<file path="src/rtl/alu_arbiter_pkg.sv">
// Shared ALU op encodings, request record, arbiter FSM states and the combinational ALU function.
package alu_arbiter_pkg;

  localparam logic [3:0] ALU_ADD  = 4'd0;
  localparam logic [3:0] ALU_SUB  = 4'd1;
  localparam logic [3:0] ALU_AND  = 4'd2;
  localparam logic [3:0] ALU_OR   = 4'd3;
  localparam logic [3:0] ALU_XOR  = 4'd4;
  localparam logic [3:0] ALU_SLT  = 4'd5;
  localparam logic [3:0] ALU_SLTU = 4'd6;
  localparam logic [3:0] ALU_SLL  = 4'd7;
  localparam logic [3:0] ALU_SRL  = 4'd8;
  localparam logic [3:0] ALU_SRA  = 4'd9;

  typedef struct packed {
    logic [3:0]  op;
    logic [31:0] a;
    logic [31:0] b;
  } alu_req_t;

  typedef enum logic {
    S_EMPTY = 1'b0,
    S_FULL  = 1'b1
  } arb_state_e;

  // Unknown op codes yield zero so a bad op never corrupts the handshake.
  function automatic logic [31:0] alu_calc(input alu_req_t r);
    logic [31:0] res;
    case (r.op)
      ALU_ADD:  res = r.a + r.b;
      ALU_SUB:  res = r.a - r.b;
      ALU_AND:  res = r.a & r.b;
      ALU_OR:   res = r.a | r.b;
      ALU_XOR:  res = r.a ^ r.b;
      ALU_SLT:  res = {31'b0, $signed(r.a) < $signed(r.b)};
      ALU_SLTU: res = {31'b0, r.a < r.b};
      ALU_SLL:  res = r.a << r.b[4:0];
      ALU_SRL:  res = r.a >> r.b[4:0];
      ALU_SRA:  res = $unsigned($signed(r.a) >>> r.b[4:0]);
      default:  res = 32'd0;
    endcase
    return res;
  endfunction

endpackage

</file>
<file path="src/rtl/alu_arbiter_rr_arbiter.sv">
// Round-robin priority picker: first asserted request at or after ptr, wrapping; one-hot grant plus index.
module rr_arbiter #(
  parameter int N     = 2,
  parameter int IDX_W = 1
) (
  input  logic [N-1:0]     req,
  input  logic [IDX_W-1:0] ptr,
  output logic [N-1:0]     grant,
  output logic [IDX_W-1:0] idx,
  output logic             any
);

  // Two passes: positions >= ptr first, then the wrapped-around low positions.
  always_comb begin
    grant = '0;
    idx   = '0;
    any   = 1'b0;
    for (int i = 0; i < N; i++) begin
      if (!any && req[i] && (IDX_W'(i) >= ptr)) begin
        grant[i] = 1'b1;
        idx      = IDX_W'(i);
        any      = 1'b1;
      end
    end
    for (int i = 0; i < N; i++) begin
      if (!any && req[i]) begin
        grant[i] = 1'b1;
        idx      = IDX_W'(i);
        any      = 1'b1;
      end
    end
  end

endmodule

</file>
<file path="src/rtl/alu_arbiter.sv">
// One shared ALU behind a round-robin arbiter; result lands in a single-entry slot one cycle after the grant.
// Grants stall while the slot is full and not draining; a draining slot can be reloaded the same cycle.
module alu_arbiter
  import alu_arbiter_pkg::*;
#(
  parameter int N_REQ = 2,
  parameter int ID_W  = 1
) (
  input  logic                   i_clk,
  input  logic                   i_rst_n,
  input  logic [N_REQ-1:0]       i_req_valid,
  input  logic [N_REQ-1:0][3:0]  i_req_op,
  input  logic [N_REQ-1:0][31:0] i_req_a,
  input  logic [N_REQ-1:0][31:0] i_req_b,
  output logic [N_REQ-1:0]       o_req_ready,
  output logic                   o_rsp_valid,
  output logic [31:0]            o_rsp_data,
  output logic [ID_W-1:0]        o_rsp_id,
  input  logic                   i_rsp_ready
);

  arb_state_e       state, state_nxt;
  logic [ID_W-1:0]  ptr;
  logic [ID_W-1:0]  win;
  logic [N_REQ-1:0] req_elig;
  logic [N_REQ-1:0] grant;
  logic             any_grant;
  logic             slot_free;
  alu_req_t         alu_in;
  logic [31:0]      alu_out;

  // Reset gates the requests so no ready leaks out while rst_n is low.
  assign slot_free = (state == S_EMPTY) | i_rsp_ready;
  assign req_elig  = (slot_free && i_rst_n) ? i_req_valid : '0;

  rr_arbiter #(
    .N     (N_REQ),
    .IDX_W (ID_W)
  ) u_rr (
    .req   (req_elig),
    .ptr   (ptr),
    .grant (grant),
    .idx   (win),
    .any   (any_grant)
  );

  assign o_req_ready = grant;
  assign alu_in      = '{op: i_req_op[win], a: i_req_a[win], b: i_req_b[win]};
  assign alu_out     = alu_calc(alu_in);
  assign o_rsp_valid = (state == S_FULL);

  always_comb begin
    state_nxt = state;
    case (state)
      S_EMPTY: if (any_grant) state_nxt = S_FULL;
      S_FULL:  if (i_rsp_ready && !any_grant) state_nxt = S_EMPTY;
      default: state_nxt = S_EMPTY;
    endcase
  end

  always_ff @(posedge i_clk or negedge i_rst_n) begin
    if (!i_rst_n) begin
      state      <= S_EMPTY;
      ptr        <= '0;
      o_rsp_data <= 32'd0;
      o_rsp_id   <= '0;
    end else begin
      state <= state_nxt;
      if (any_grant) begin
        o_rsp_data <= alu_out;
        o_rsp_id   <= win;
        ptr        <= (win == ID_W'(N_REQ - 1)) ? '0 : win + 1'b1;
      end
    end
  end

endmodule

</file>
<file path="config.mk">
export PLATFORM = sky130hd
export DESIGN_NAME = alu_arbiter
export DESIGN_NICKNAME = d
export VERILOG_FILES = /design/src/rtl/alu_arbiter_pkg.sv /design/src/rtl/alu_arbiter_rr_arbiter.sv /design/src/rtl/alu_arbiter.sv
export SDC_FILE = /design/constraint.sdc
export NUM_CORES = 1
export LEC_CHECK = 0
export CORE_MARGIN = 5
export CORE_UTILIZATION = 50
export CTS_BUF_LIST = sky130_fd_sc_hd__clkbuf_2 sky130_fd_sc_hd__clkbuf_4 sky130_fd_sc_hd__clkbuf_8
export CTS_CLUSTER_DIAMETER = 120
export DETAILED_ROUTE_END_ITERATION = 10
export PLACE_DENSITY = 0.74
export SYNTH_ARGS = -nofsm -noshare
export SYNTH_HDL_FRONTEND = slang
export SYNTH_SLANG_ARGS = --single-unit
</file>
<file path="constraint.sdc">
create_clock -name i_clk -period 5.32 [get_ports i_clk]
set_input_delay 1.064 -clock i_clk [delete_from_list [all_inputs] [get_ports i_clk]]
set_output_delay 1.064 -clock i_clk [all_outputs]
set_load 0.01 [all_outputs]
</file>
==> results of run 1 <==
## worst max-delay path: cells and delay by family
kind	cells	cell delay, ns
AOI/OAI and AO/OA	7	1.70
buffers and inverters	7	1.52
and+or+nand+nor	7	0.85
adders and majority gates	1	0.22
## kinds of logic (layout without fill, tap and decap cells)
logic type / count (synthesis) / in the layout / synth area share (%)
simple gates: 679 / 679 / 23.60
compound gates: 575 / 575 / 29.89
buf+inv: 240 / 607 / 8.872
mux: 224 / 224 / 19.23
fa+ha+maj: 96 / 96 / 9.481
flops: 35 / 35 / 6.870
xor+xnor: 30 / 30 / 2.061
## final cells by class
cell class	count	area [sq um]
Multi-Input combinational cell	1604	10880
Fill cell	2235	8234
Timing Repair Buffer	496	4189
Sequential cell	35	875.8
Tap cell	330	412.9
Inverter	103	401.6
Clock buffer	5	68.82
Clock inverter	3	47.55
## power breakdown
group          total [W]  internal [W]  switching [W]
combinational    0.00259       0.00115        0.00145
sequential      0.000355      0.000310      0.0000453
clock           0.000278      0.000143       0.000135
total            0.00322       0.00160        0.00163
## worst paths after layout
check / startpoint / to / slack (ns) / cells after the start
min: o_rsp_id / o_rsp_id / 0.51 / 2
min in group asynchronous: i_rst_n / ptr / 0.86 / 2
max: i_req_valid[0] / o_rsp_data[29] / 0.12 / 22
min reg2reg: o_rsp_id / o_rsp_id / 0.51 / 2
max in group asynchronous: i_rst_n / o_rsp_data[24] / 4.07 / 2
max reg2reg: ptr / o_rsp_data[29] / 0.93 / 21
## state kept, by name (all words and copies together) (netlist names)
name and cells:
o_rsp_data 32, o_rsp_id 1, o_rsp_valid 1, ptr 1
## layer usage
| metal | up-vias | share of wire (%) | wire length, um | global-route usage, % |
|---|---|---|---|---|
| met3 | 212 | 13 | 7911 | 7.943 |
| met2 | 1236 | 43 | 27050 | 64.30 |
| met5 | - | 0 | 0 | 0 |
| li1 | 7532 | - | - | - |
| met1 | 7802 | 39 | 24580 | 54.97 |
| met4 | 0 | 5.2 | 3234 | 17.05 |
## placed cells by master, fill, tap and decap left out, drive strengths merged, types with 19 or more instances in the layout
cell type / n
nor2: 173
a31oi: 19
nand3: 38
nor3: 32
a221oi: 34
mux2: 57
buf: 323
xnor2: 27
inv: 102
nand2: 313
mux2i: 165
a21o: 23
o21bai: 19
o21ai: 126
ha: 95
a21oi: 158
dfrtp: 35
nand2b: 27
clkdlybuf4s50: 173
a211oi: 23
o211ai: 29
## stage by stage
| step | cell area (sq um) | util [%] |
|---|---|---|
| 2_1_floorplan | 12750 | - |
| 3_5_place_dp | 16640 | 66.27 |
| 3_3_place_gp | 16640 | 66.27 |
| 4_1_cts | 16760 | 66.75 |
| 6_report | 16870 | 67.21 |
| 5_1_grt | 16870 | 67.21 |
## repair_timing
item	CTS	global route
cloned	0	0
pin swaps	0	1
endpoints found under the setup margin	1	15
gates resized for setup	1	23
==> results.cfg, run 1 <==
[global_routing]
grt_pass1_vias = 15860
track_usage_pct = 40.94
grt_start_max_net_pins = 68
antenna_found_initial = 0
grt-ovfl-total = 0
grt_first_pass_wirelength_um = 92510

[die]
coreArea_sq_um = 25110
dieArea_sq_um = 28790
ios = 177
die_w_um = 169.7
dieHeight_um = 169.7
start_util_pct = 50.77
row_count = 58

[route]
drc = 0
dr_total_vias = 16780
first_pass_iters = 6
drt-wirelength-per-cell_um = 24.37
drt_iter0_markers = 2235
viasPerCell = 6.515
finalWirelength_um = 62780
ant_nets = 0

[synth]
synth_edf_count = 0
synth_ff_type = dfrtp_1
yosysTopAreaCell = mux2i_1
synth_commonest_cells = 313 x nand2_1, 173 x nor2_1, 156 x a21oi_1
synth-async-reset-ratio_pct = 100.0
syn_nets = 2116
synthTopCellsByArea = mux2i_1 12%, ha_1 9.3%, nand2_1 9.2%
ys_seq_area_share_pct = 6.870
synth.most_common_cell = nand2_1
synthesis.area_sq_um = 12750
synth_top_area_share_pct = 12.01
ys.warnings.count = 0
synthCells = 1879
ys_ff_latch = 35
netlist-cell-type-count = 96
synth.avg_cell_area_sq_um = 6.785

[sta]
fin_crit_sh_pct = 97.73
worst-slew-pin-transition_ns = 0.8273
skew_ns = 0.01545
hold_viol_final = 0
finalCriticalPeriod_ns = 5.199
timing.hold.ws_ns = 0.5053
layout_setup_ws_ns = 0.1206
fin_setup_tns_ns = 0
finalSetupViolations = 0
rsz0062_at_grt = yes
relSlewSlack_pct = 44.84
fmax_ghz = 0.1923
finalMaxSlewViolations = 0

[finish]
stdcell_count = 2576
antennaDiodeCount = 0
fin_nets = 2482
syn_to_final_growth_pct = 32.37
drive_gt1_share_pct = 19.90

[worst_hold_path]
hold_class = flip-flop to flip-flop

[placed_design]
io_buffers = 176
post-place-ws_ns = -0.3364
hpwlAfterDp_um = 49890
gp_congestion = 1.045
dp_cells = 2568

[critical_path]
path_cells = clkdlybuf4s50_1, nand2b_1, nand4_1, buf_12, buf_4, nand2_1, nand2_1, inv_1, ha_1, buf_4, nor2b_1, nor4bb_1, buf_4, a211o_1, a2111oi_1, a21oi_2, o21ai_1, o311ai_0, buf_4, and3_1, o21ai_0, a41oi_1
worst-setup-path-type = input port to flip-flop
crit_path_max_fanout = 11
endpoint_kind = flip-flop
crit_slowest_cell = clkdlybuf4s50_1
required_ns = 5.47
crit_arrival_ns = 5.35
worstSetupStartpointType = input port
timing.critical_path.mode_cell = buf_4
critPathMaxStageDelay_ns = 0.55

[power_and_ir_drop]
total_power_w = 0.003224
pwr_density_cell_nw_per_um2 = 191.1
ir_worst_vdd_mv = 0.1253
p_leak_nw = 7.960

[clock_network]
cts_hold_buf = 0
clock_latency_ns = 0.32
cts_setup_buffers = 0
clock-root-buffer = clkbuf_8
cts_made_buffers = 5
clockBufferDepth = 2
cts.sinks = 35
path_clk_slew_ns = 0.08
cts.htree.levels = 2
cts_tree = done

[run_status]
status = finished clean

[job]
maxCapViolCount = 0
Note: power is estimated with default switching activity, not from simulation.
==> run 2, diff against run 1 <==
--- a/config.mk
+++ b/config.mk
@@ -5,6 +5,7 @@
 export SDC_FILE = /design/constraint.sdc
 export NUM_CORES = 1
 export LEC_CHECK = 0
+export CAP_MARGIN = 20
 export CORE_MARGIN = 5
 export CORE_UTILIZATION = 50
 export CTS_BUF_LIST = sky130_fd_sc_hd__clkbuf_2 sky130_fd_sc_hd__clkbuf_4 sky130_fd_sc_hd__clkbuf_8
==> results of run 2 <==
The final DEF is identical to that of run 1; final timing and power are the same.
==> run 3, diff against run 2 <==
==> constraint.sdc (replaced) <==
create_clock -name i_clk -period 6.1 [get_ports i_clk]
set_input_delay 1.22 -clock i_clk [delete_from_list [all_inputs] [get_ports i_clk]]
set_output_delay 1.22 -clock i_clk [all_outputs]
set_load 0.01 [all_outputs]
==> results.cfg, run 3 (synthesis gave the netlist of run 1 again) <==
[run_status]
status = finished clean

[route]
drc = 0
viasPerCell = 6.800
first_pass_iters = 6
finalWirelength_um = 61220
drt-wirelength-per-cell_um = 26.07
dr_total_vias = 15970
ant_nets = 0
drt_iter0_markers = 2241

[job]
maxCapViolCount = 0

[die]
coreArea_sq_um = 25110
row_count = 58
ios = 177
start_util_pct = 50.77
dieHeight_um = 169.7
dieArea_sq_um = 28790
die_w_um = 169.7

[power_and_ir_drop]
internal-power_w = 0.001164
p_sw_w = 0.001351
pwr-share-clk_pct = 9.3
seqPwrFrac_pct = 12.3
p_leak_nw = 6.849
ir_worst_vdd_mv = 0.1164
comb_power_share_pct = 78.4
switching_share_pct = 53.70
pwr_density_cell_nw_per_um2 = 167.3

[finish]
multiInputGateArea_sq_um = 10780
fin_nets = 2253
syn_to_final_growth_pct = 17.94
num-fill-cells = 2376
final_common_cell = nand2_1
stdcell_count = 2348
largest_reg_flops = 32
registers.top_by_ff_count = o_rsp_data
drive_gt1_share_pct = 9.916
final_cell_mix = 313 x nand2_1, 173 x nor2_1, 173 x clkdlybuf4s50_1
seqCellArea_sq_um = 875.8

[placed_design]
dp_cells = 2339
gp_congestion = 1.028
hpwlAfterDp_um = 47580
io_buffers = 176

[critical_path]
crit_path_max_fanout = 24
critPathMaxStageDelay_ns = 0.55
path_buf_inv = 5
crit_slowest_cell = clkdlybuf4s50_1
worst-setup-path-type = input port to flip-flop
endpoint_kind = flip-flop
path_cells = clkdlybuf4s50_1, nand2b_1, nand4_1, buf_12, buf_4, mux2i_1, inv_1, ha_1, inv_1, o21bai_1, a21oi_1, o21ai_0, nor4_1, nor3_1, a41oi_1, mux2_2, a21oi_1, o211ai_1
path_depth = 18
required_ns = 6.28
crit_arrival_ns = 5.90
cp_top_family = buffers and inverters
reg2reg_depth = 17
worstSetupStartpointType = input port

[sta]
rsz0062_at_grt = no
fin_crit_sh_pct = 93.76
finalSetupViolations = 0
finalCriticalPeriod_ns = 5.719
fmax_ghz = 0.1749
hold_viol_final = 0
worst-slew-pin-transition_ns = 0.8423
skew_ns = 0.01171
fin_setup_tns_ns = 0
relSlewSlack_pct = 43.25
finalMaxSlewViolations = 0

[global_routing]
grt_start_max_net_pins = 68
grt-ovfl-total = 0
antenna_found_initial = 4
grt_first_pass_wirelength_um = 90220
grt_pass1_vias = 14940
track_usage_pct = 40.06

[worst_hold_path]
whs_path_depth = 2
hold_class = flip-flop to flip-flop

[clock_network]
cts_made_buffers = 5
cts_tree = done
cts.sinks = 35
ctsResizeCount = 0
clock_latency_ns = 0.31
cts.htree.levels = 2
cts_hold_buf = 0
clockBufferDepth = 2
cts_setup_buffers = 0
path_clk_slew_ns = 0.08
clock-root-buffer = clkbuf_8
## run 3: cell count changes in the layout (fill, tap and decap cells not counted), sizes merged
cell,delta
clkinv,+1
inv,-1
buf,-229
diode,+1
## run 3: power by group through the flow
stage / clock network (W) / logic (W) / registers [W]
after floorplan: 0 / 0.00117 / 0.000313
after global placement: 0 / 0.00188 / 0.000311
after CTS: 0.000236 / 0.00190 / 0.000308
after detailed placement: 0 / 0.00189 / 0.000310
after global routing: 0.000242 / 0.00208 / 0.000313
final: 0.000234 / 0.00197 / 0.000309
## run 3: layout make-up
type | instances | area share [%]
repair buffers | 267 | 16.33
clock buffers | 5 | 0.4577
inverters | 103 | 2.671
well taps | 330 | 2.746
clock inverters | 3 | 0.2913
diodes | 1 | 0.01664
flip-flops and latches | 35 | 5.825
multi-input cells | 1604 | 71.66
## run 3: path summary, 6_finish.rpt
kind                                     start              to  slack (ns)
worst max-delay path            i_req_valid[0]  o_rsp_data[30]        0.38
worst min-delay path                  o_rsp_id        o_rsp_id        0.48
worst max register to register             ptr  o_rsp_data[30]        1.36
worst min register to register        o_rsp_id        o_rsp_id        0.48
max in group asynchronous              i_rst_n  o_rsp_data[14]        4.68
min in group asynchronous              i_rst_n             ptr        1.01
## run 3: through the flow
| stage | util, % | hold WS [ns] | setup WS (ns) | instance area, sq um | total power (W) |
|---|---|---|---|---|---|
| 3_3_place_gp | 59.42 | 0.4617 | 0.1672 | 14920 | 0.002194 |
| 4_1_cts | 59.87 | 0.4922 | 0.4836 | 15030 | 0.002447 |
| 6_report | 59.88 | 0.4834 | 0.3808 | 15040 | 0.002515 |
| 3_5_place_dp | 59.42 | 0.4738 | 0.1770 | 14920 | 0.002204 |
| 2_1_floorplan | - | 0.4709 | 0.4498 | 12750 | 0.001487 |
| 5_1_grt | 59.87 | 0.5274 | 0.1910 | 15030 | 0.002638 |
## run 3: layer usage
metal  GRT usage, %  wire length (um)
met5              0                13
met4          18.24              3385
met3          9.481              7400
met2          61.83             26060
met1          53.01             24360
## run 3: worst min-delay path: stages (launching register included)
cell	delay, ns
dfrtp_1	0.35
nand2_1	0.05
nand2_1	0.05
